[src/rtl/logic_result_stage.sv]
// logic_result_stage
//   Registered result stage behind the 16-bit bitwise logic units. The stage
//   selects one unit result per transaction by opcode, derives zero/parity/sign
//   flags, and buffers {data, op, flags} in a 2-entry FIFO with a valid/ready
//   handshake toward writeback. It also keeps a wrapping count of delivered
//   results for debug.
//
// Optional feature macro: LOGIC_POPCNT_EN
//   When defined, each entry also stores the number of ones in its result,
//   presented on out_popcnt.
//
// Ports
//   clk, reset          clock; asynchronous active-high reset
//   in_valid/in_ready   upstream handshake (push = in_valid && in_ready)
//   in_op               result select: 0=AND 1=OR 2=XOR 3=NOT-A
//   and_in .. nota_in   logic unit results
//   out_valid/out_ready downstream handshake (pop = out_valid && out_ready)
//   out_data, out_op    head entry result and opcode
//   out_zero/parity/sign head entry flags
//   out_popcnt          head entry ones count (LOGIC_POPCNT_EN only)
//   occupancy           FIFO entry count, 0..2
//   done_count          delivered-result count, wraps

module logic_result_stage #(
  parameter int unsigned WIDTH = 16,
  parameter int unsigned CNT_W = 8
) (
  input  logic                     clk,
  input  logic                     reset,
  input  logic                     in_valid,
  output logic                     in_ready,
  input  logic [1:0]               in_op,
  input  logic [WIDTH-1:0]         and_in,
  input  logic [WIDTH-1:0]         or_in,
  input  logic [WIDTH-1:0]         xor_in,
  input  logic [WIDTH-1:0]         nota_in,
  output logic                     out_valid,
  input  logic                     out_ready,
  output logic [WIDTH-1:0]         out_data,
  output logic [1:0]               out_op,
  output logic                     out_zero,
  output logic                     out_parity,
  output logic                     out_sign,
  output logic [1:0]               occupancy,
`ifdef LOGIC_POPCNT_EN
  output logic [$clog2(WIDTH+1)-1:0] out_popcnt,
`endif
  output logic [CNT_W-1:0]         done_count
);

  localparam int unsigned PW = $clog2(WIDTH + 1);

  // Entry storage
  logic [WIDTH-1:0] data_q   [2];
  logic [1:0]       op_q     [2];
  logic             zero_q   [2];
  logic             parity_q [2];
  logic             sign_q   [2];
`ifdef LOGIC_POPCNT_EN
  logic [PW-1:0]    popcnt_q [2];
`endif

  logic             wr_ptr_q, rd_ptr_q;
  logic [1:0]       occ_q, occ_d;
  logic [CNT_W-1:0] cnt_q;

  logic             push, pop;
  logic [WIDTH-1:0] sel;
  logic             sel_zero, sel_parity, sel_sign;
  logic             head_idx;

  // Handshake signals depend only on registered occupancy.
  assign in_ready  = (occ_q != 2'd2);
  assign out_valid = (occ_q != 2'd0);
  assign push      = in_valid && in_ready;
  assign pop       = out_valid && out_ready;

  always_comb begin
    sel = and_in;
    unique case (in_op)
      2'd0: sel = and_in;
      2'd1: sel = or_in;
      2'd2: sel = xor_in;
      2'd3: sel = nota_in;
      default: sel = and_in;
    endcase
  end

  assign sel_zero   = (sel == '0);
  assign sel_parity = ^sel;
  assign sel_sign   = sel[WIDTH-1];

`ifdef LOGIC_POPCNT_EN
  logic [PW-1:0] sel_popcnt;

  always_comb begin
    sel_popcnt = '0;
    for (int i = 0; i < int'(WIDTH); i++) begin
      sel_popcnt = sel_popcnt + PW'(sel[i]);
    end
  end
`endif

  always_comb begin
    occ_d = occ_q;
    unique case ({push, pop})
      2'b10:   occ_d = occ_q + 2'd1;
      2'b01:   occ_d = occ_q - 2'd1;
      default: occ_d = occ_q;
    endcase
  end

  always_ff @(posedge clk or posedge reset) begin
    if (reset) begin
      for (int i = 0; i < 2; i++) begin
        data_q[i]   <= '0;
        op_q[i]     <= '0;
        zero_q[i]   <= 1'b0;
        parity_q[i] <= 1'b0;
        sign_q[i]   <= 1'b0;
`ifdef LOGIC_POPCNT_EN
        popcnt_q[i] <= '0;
`endif
      end
      wr_ptr_q <= 1'b0;
      rd_ptr_q <= 1'b0;
      occ_q    <= 2'd0;
      cnt_q    <= '0;
    end else begin
      if (push) begin
        data_q[wr_ptr_q]   <= sel;
        op_q[wr_ptr_q]     <= in_op;
        zero_q[wr_ptr_q]   <= sel_zero;
        parity_q[wr_ptr_q] <= sel_parity;
        sign_q[wr_ptr_q]   <= sel_sign;
`ifdef LOGIC_POPCNT_EN
        popcnt_q[wr_ptr_q] <= sel_popcnt;
`endif
        wr_ptr_q <= ~wr_ptr_q;
      end
      if (pop) begin
        rd_ptr_q <= ~rd_ptr_q;
        cnt_q    <= cnt_q + 1'b1;
      end
      occ_q <= occ_d;
    end
  end

  // When empty, the slot behind the read pointer holds the last delivered
  // entry (all zeros after reset), so presenting it keeps out_* at their last
  // value. Nothing can overwrite that slot until a push makes the FIFO non-empty.
  assign head_idx = out_valid ? rd_ptr_q : ~rd_ptr_q;

  assign out_data   = data_q[head_idx];
  assign out_op     = op_q[head_idx];
  assign out_zero   = zero_q[head_idx];
  assign out_parity = parity_q[head_idx];
  assign out_sign   = sign_q[head_idx];
`ifdef LOGIC_POPCNT_EN
  assign out_popcnt = popcnt_q[head_idx];
`endif
  assign occupancy  = occ_q;
  assign done_count = cnt_q;

endmodule

[config.mk]
export PLATFORM = sky130hd
export DESIGN_NAME = logic_result_stage
export DESIGN_NICKNAME = d
export VERILOG_FILES = /design/src/rtl/logic_result_stage.sv
export SDC_FILE = /design/constraint.sdc
export NUM_CORES = 1
export LEC_CHECK = 0
export CAP_MARGIN = 10
export CORE_MARGIN = 3
export CORE_UTILIZATION = 49
export CTS_CLUSTER_DIAMETER = 60
export DETAILED_ROUTE_END_ITERATION = 12
export GPL_TIMING_DRIVEN = 0
export PLACE_DENSITY = 0.84
export SYNTH_ARGS = -nofsm -noshare
export SYNTH_HDL_FRONTEND = slang
export SYNTH_SLANG_ARGS = --single-unit
[constraint.sdc]
create_clock -name clk -period 2.8 [get_ports clk]
set_input_delay 0.28 -clock clk [delete_from_list [all_inputs] [get_ports clk]]
set_output_delay 0.28 -clock clk [all_outputs]
set_load 0.01 [all_outputs]
Word level (Yosys, flattened, before mapping)

Cells that the tools add are included.
W data, S select, Z words.

Mux-type cells: 29
$add $sub $neg: 3
Eq/ne operators: 6
Order comparisons: 3
Bitwise logic cells: 4
Reduce and logical (&&, ||, !) cells: 8

Operators by type and width:

| cell                  | count |
|---|---|
| $mux W16              | 4 |
| $pmux W16 S4          | 1 |
| $bwmux W32            | 1 |
| $demux W16 S1         | 1 |
| $logic_not A16 Y1     | 1 |
| $reduce_xor A16 Y1    | 1 |
| $mux W1               | 11 |
| $add A8 B1 Y8 const B | 1 |
| $mux W2               | 4 |
| $bwmux W2             | 3 |
| $eq A2 B2 Y1 const B  | 3 |
| $bwmux W4             | 1 |
| $eq A2 B1 Y1 const B  | 2 |
| $ge A2 B2 Y1 const B  | 2 |
| $not A1 Y2            | 2 |
| $pmux W2 S2           | 1 |
| $reduce_bool A2 Y1    | 2 |
| $logic_and A1 B1 Y1   | 3 |
| $add A2 B1 Y2 const B | 1 |
| $demux W2 S1          | 1 |
| $logic_not A2 Y1      | 1 |
| $lt A2 B1 Y1 const B  | 1 |
| $ne A2 B2 Y1 const B  | 1 |
| $not A1 Y1            | 2 |
| 2 further kinds       | 2 |

Register bits after elaboration: 54
Output and inout bits: 33
Logic and storage cells: 67
Input port bits: 70

Logic depth before layout (Yosys ltp)

Depth in word-level cells: 6
Depth in mapped cells: 9
Gate-level depth less buffers: 7

Worst setup path after synthesis

OpenSTA, ideal clock, no wires.

Kind: in2reg
Start: in in_op[0]
End: reg parity_q[1] (netlist bit)
Path slack: 0.631 ns
Buffers on the path: 2
Arrival: 2.041 ns
Cell stages on the path: 9
Library setup time: 0.128 ns
Cell sequence: buf_6 > buf_12 > mux4_2 > inv_1 > ha_1 > xnor2_1 > xnor2_1 > xnor2_1 > mux2_1

Longest elaborated chain between the ends: 4
Elaborated cells between the ends (all ways): 7
Those cells by class: eq/ne: 3; mux: 2; reduce/logical: 2

RTL lines:

| what                                 | line | text |
|---|---|---|
| start: declaration                   | 32   | `input logic [1:0] in_op,` |
| $eq A2 B2 Y1 (tied with other cells) | 80   | `unique case (in_op)` |
| $pmux W16 S4 (*)                     | 80   |  |
| $reduce_xor A16 Y1 (*)               | 90   | `assign sel_parity = ^sel;` |
| $bwmux W2 (*)                        | 134  | `parity_q[wr_ptr_q] <= sel_parity;` |
| end signal: indexed assignment       | 134  |  |
| end: declaration                     | 57   | `logic parity_q [2];` |

Every way passes the cells marked *; elsewhere a longest branch is shown, timed or not.
A chain may end at the register's enable or synchronous reset.

Worst setup path in the final report

Start: reg occ_q[1], in the netlist occupancy[1]
End: out out_data[15]

Longest elaborated chain between the ends: 6

RTL lines:

| what                                        | line | text |
|---|---|---|
| start: declaration                          | 64   | `logic [1:0] occ_q, occ_d;` |
| start signal: assignment                    | 127  | `occ_q <= 2'd0;` |
| start signal: assignment                    | 145  | `occ_q <= occ_d;` |
| $reduce_bool A2 Y1                          | 74   | `assign out_valid = (occ_q != 2'd0);` |
| $mux W1                                     | 152  | `assign head_idx = out_valid ? rd_ptr_q : ~rd_ptr_q;` |
| $not A1 Y2 (not written as such)            | 154  | `assign out_data = data_q[head_idx];` |
| $mux W16 (not written as such) (3 in a row) | 154  |  |
| end: declaration                            | 39   | `output logic [WIDTH-1:0] out_data,` |

Every way passes these cells. The select of a mux whose other input is x is not followed.

==> results by group <==
Critical path
  – Setup crit start kind: register
  – Reg2reg end: occupancy[1]
  – Critical path data arrival time: between 2 and 2.5 ns
  – Reg2Reg Setup Slack: between 1 and 1.5 ns
  – Crit end category: output pin
  – R2R Path Start: occupancy[0]
  – Worst EP required: 2.52 ns
  – Worst-case reg-to-reg path depth: 5
  – Setup CP Type: reg2out
  – Worst Path Max Fanout: 10

Synthesis
  – Post-Syn Instances: 226
  – Post-synth ARST share: 1.00
  – Xor/xnor share of the synthesized area: 0.0600
  – Syn_nets: approximately 310
  – Adder-Cell Fraction of Synth Area: 0.0428
  – Mux cell area share after synthesis: 0.313
  – Number of synthesized register bits: 52
  – Simple-Gate Fraction of Synth Area: 0.0570
  – Largest family of logic cells by synthesized area: multiplexers
  – Distinct cells, synth: 25
  – Top_reg_cell synth: dfrtp_1
  – Syn. warnings: 0
  – Number of synthesized flops with an enable pin: 0
  – Register area share after synthesis: 0.445
  – Cell Area, Synth: slightly below 3000 µm²
  – Mean post-synth cell area: approximately 13 µm²
  – Post-synthesis compound-gate area fraction: 0.0291

Layout
  – Fillers: about 390
  – Most frequent cells in the layout: clkdlybuf4s50_1, dfrtp_1, mux2_2, nand2_1, inv_1
  – Area grow syn2layout: 41.3%
  – Most common cell after layout, fill and taps aside: clkdlybuf4s50_1
  – Antenna Cells: 0
  – Layout cells sized above 1: 0.209
  – Final #Nets: 414

Die
  – I/O pin count: around 100
  – Rows: 27
  – DIE WIDTH: roughly 83 µm
  – Total Die Area: around 6900 µm²
  – Initial Util: 0.518
  – Die Span Y: ~83 µm
  – Core area: around 5600 µm²

Timing
  – Worst Tran Pin Value: just over 0.5 ns
  – F_max: approximately 370 MHz
  – Setup-failing EPs final: 0
  – Setup TNS: 0 ns
  – Final hold violations: 0
  – Clock Skew: roughly 0.0068 ns
  – Slew HR: 0.651
  – Max Slew Vio Count: 0
  – Hold slack: ~0.2 ns
  – Unrepaired setup endpoints after global routing: false
  – Crit share post-route: 0.956
  – Post-layout minimum cycle time: approximately 2.7 ns

GRT
  – Vias in the first global route: ~2400
  – Largest net degree at the start of global routing: 45
  – GRT Resource Usage Total: 0.198
  – Antenna violations before repair: 0
  – Grt total ovfl: 0
  – First-pass GRT wire length: approximately 11 mm

Route
  – DRT antenna net count: 0
  – Drt first pass iters: 4
  – Drt total wl: approximately 6.4 mm
  – Initial drt markers: 120
  – Drt via density: 5.27
  – DRC: 0
  – Wirelength per Cell: 15.7 µm
  – Vias post-DR: approximately 2100

Pwr
  – Maximum vdd drop: around 0.6 mV
  – Pwr Density: 1020 nW/µm²
  – Lkg Pwr: about 0.0018 µW

Clocking
  – Clock sinks: 52
  – CTS tree: built
  – H-tree depth: 2
  – Clock latency on the worst-skew pair: approximately 0.30 ns
  – CTS Buf Count: 5
  – Maximum clock path buffer count: 2
  – Setup bufs post-CTS: 0
  – Root Buffer: clkbuf_8
  – Clk slew on worst S/H paths: around 0.090 ns

Place
  – Port Buffers: 100
  – Dpl hpwl: 5.08 mm
  – Final RePlAce weighted congestion: just under 0.8

Status
  – Status: complete, no violations

Hold path
  – HP Class: in2async

Run
  – MaxCap Viol Count: 0
## cell families (layout without fill, tap and decap cells)
family,count (synthesis),count (layout)
mux,60,60
flops,52,52
simple gates,37,37
buf+inv,30,139
xor+xnor,20,20
compound gates,17,17
fa+ha+maj,10,10
## timing repair
action / 4_1_cts / 5_1_grt
gates resized for setup: 0 / 2
setup endpoints to repair: 0 / 1
hold buffers: 0 / 0
## cell type report
cell class / count / area [µm²] / area share
clock buffers: 7 / 86.3 / 0.0209
repair buffers: 101 / 1020 / 0.247
inverters: 18 / 67.6 / 0.0164
plain buffers: 12 / 87.6 / 0.0212
clock inverters: 1 / 7.51 / 0.00182
multi-input cells: 144 / 1470 / 0.355
well taps: 72 / 90.1 / 0.0218
flip-flops and latches: 52 / 1300 / 0.315
## registers in the layout, summed over array words and instances, names as in the netlist
name and flops:
data_q 32, zero_q 2, rd_ptr_q 1, parity_q 2, wr_ptr_q 1, op_q 4
done_count 8, occupancy 2
## worst max-delay path by stage
stage	start	end	slack (ns)	cells after the start
after CTS	occupancy[1]	out_data[15]	0.04	6
after global routing	occupancy[0]	out_data[15]	0.04	6
after floorplan	in_op[0]	parity_q[1]	0.63	9
final	occupancy[1]	out_data[15]	0.12	6
after global placement	reset	data_q[23]	0.34	2
after detailed placement	xor_in[0]	parity_q[1]	0.34	8
## per-layer routing
layer | GRT usage | routed length (µm) | part of all wire
met1 | 0.233 | 2640 | 0.41
met2 | 0.361 | 3310 | 0.52
met3 | 0.0417 | 365 | 0.057
met4 | 0.0579 | 79 | 0.012
met5 | 0 | 0 | 0
## metrics by stage
step	power, µW	cell area, µm²	std cells	worst slack [ns]	util
after floorplan	2700	2920	226	0.631	-
after global placement	3720	4010	398	0.337	0.711
after detailed placement	3790	4030	399	0.336	0.715
after CTS	4240	4130	407	0.0382	0.731
after global routing	4490	4130	407	0.0381	0.732
final	4220	4130	407	0.124	0.732
## cell usage after synthesis (2+ instances only)
library cell | count | area share
buf_2 | 4 | 0.0069
buf_4 | 3 | 0.0077
clkbuf_1 | 3 | 0.0039
dfrtp_1 | 52 | 0.45
ha_1 | 10 | 0.043
inv_1 | 18 | 0.023
mux2_2 | 36 | 0.14
mux2_4 | 7 | 0.036
mux4_1 | 9 | 0.081
mux4_2 | 7 | 0.054
nand2_1 | 21 | 0.027
nand3_1 | 5 | 0.0086
nand4_1 | 2 | 0.0043
nor2_1 | 5 | 0.0064
o21ai_0 | 16 | 0.027
xnor2_1 | 15 | 0.045
xor2_1 | 5 | 0.015
## report_power, final
part	total [µW]	internal, µW	leakage (µW)	switching [µW]
Combinational	2440	1480	0.00113	953
Sequential	1330	1100	0.000635	229
Clock	449	201	0.0000445	248
## worst max-delay path, stage by stage (launching register included)
cell and delay, ns:
dfrtp_1 0.44, or2_1 0.28, xor2_1 0.18, buf_4 0.22, mux2_2 0.37, buf_4 0.13
clkdlybuf4s50_1 0.46
(Power assumes the default switching activity.)
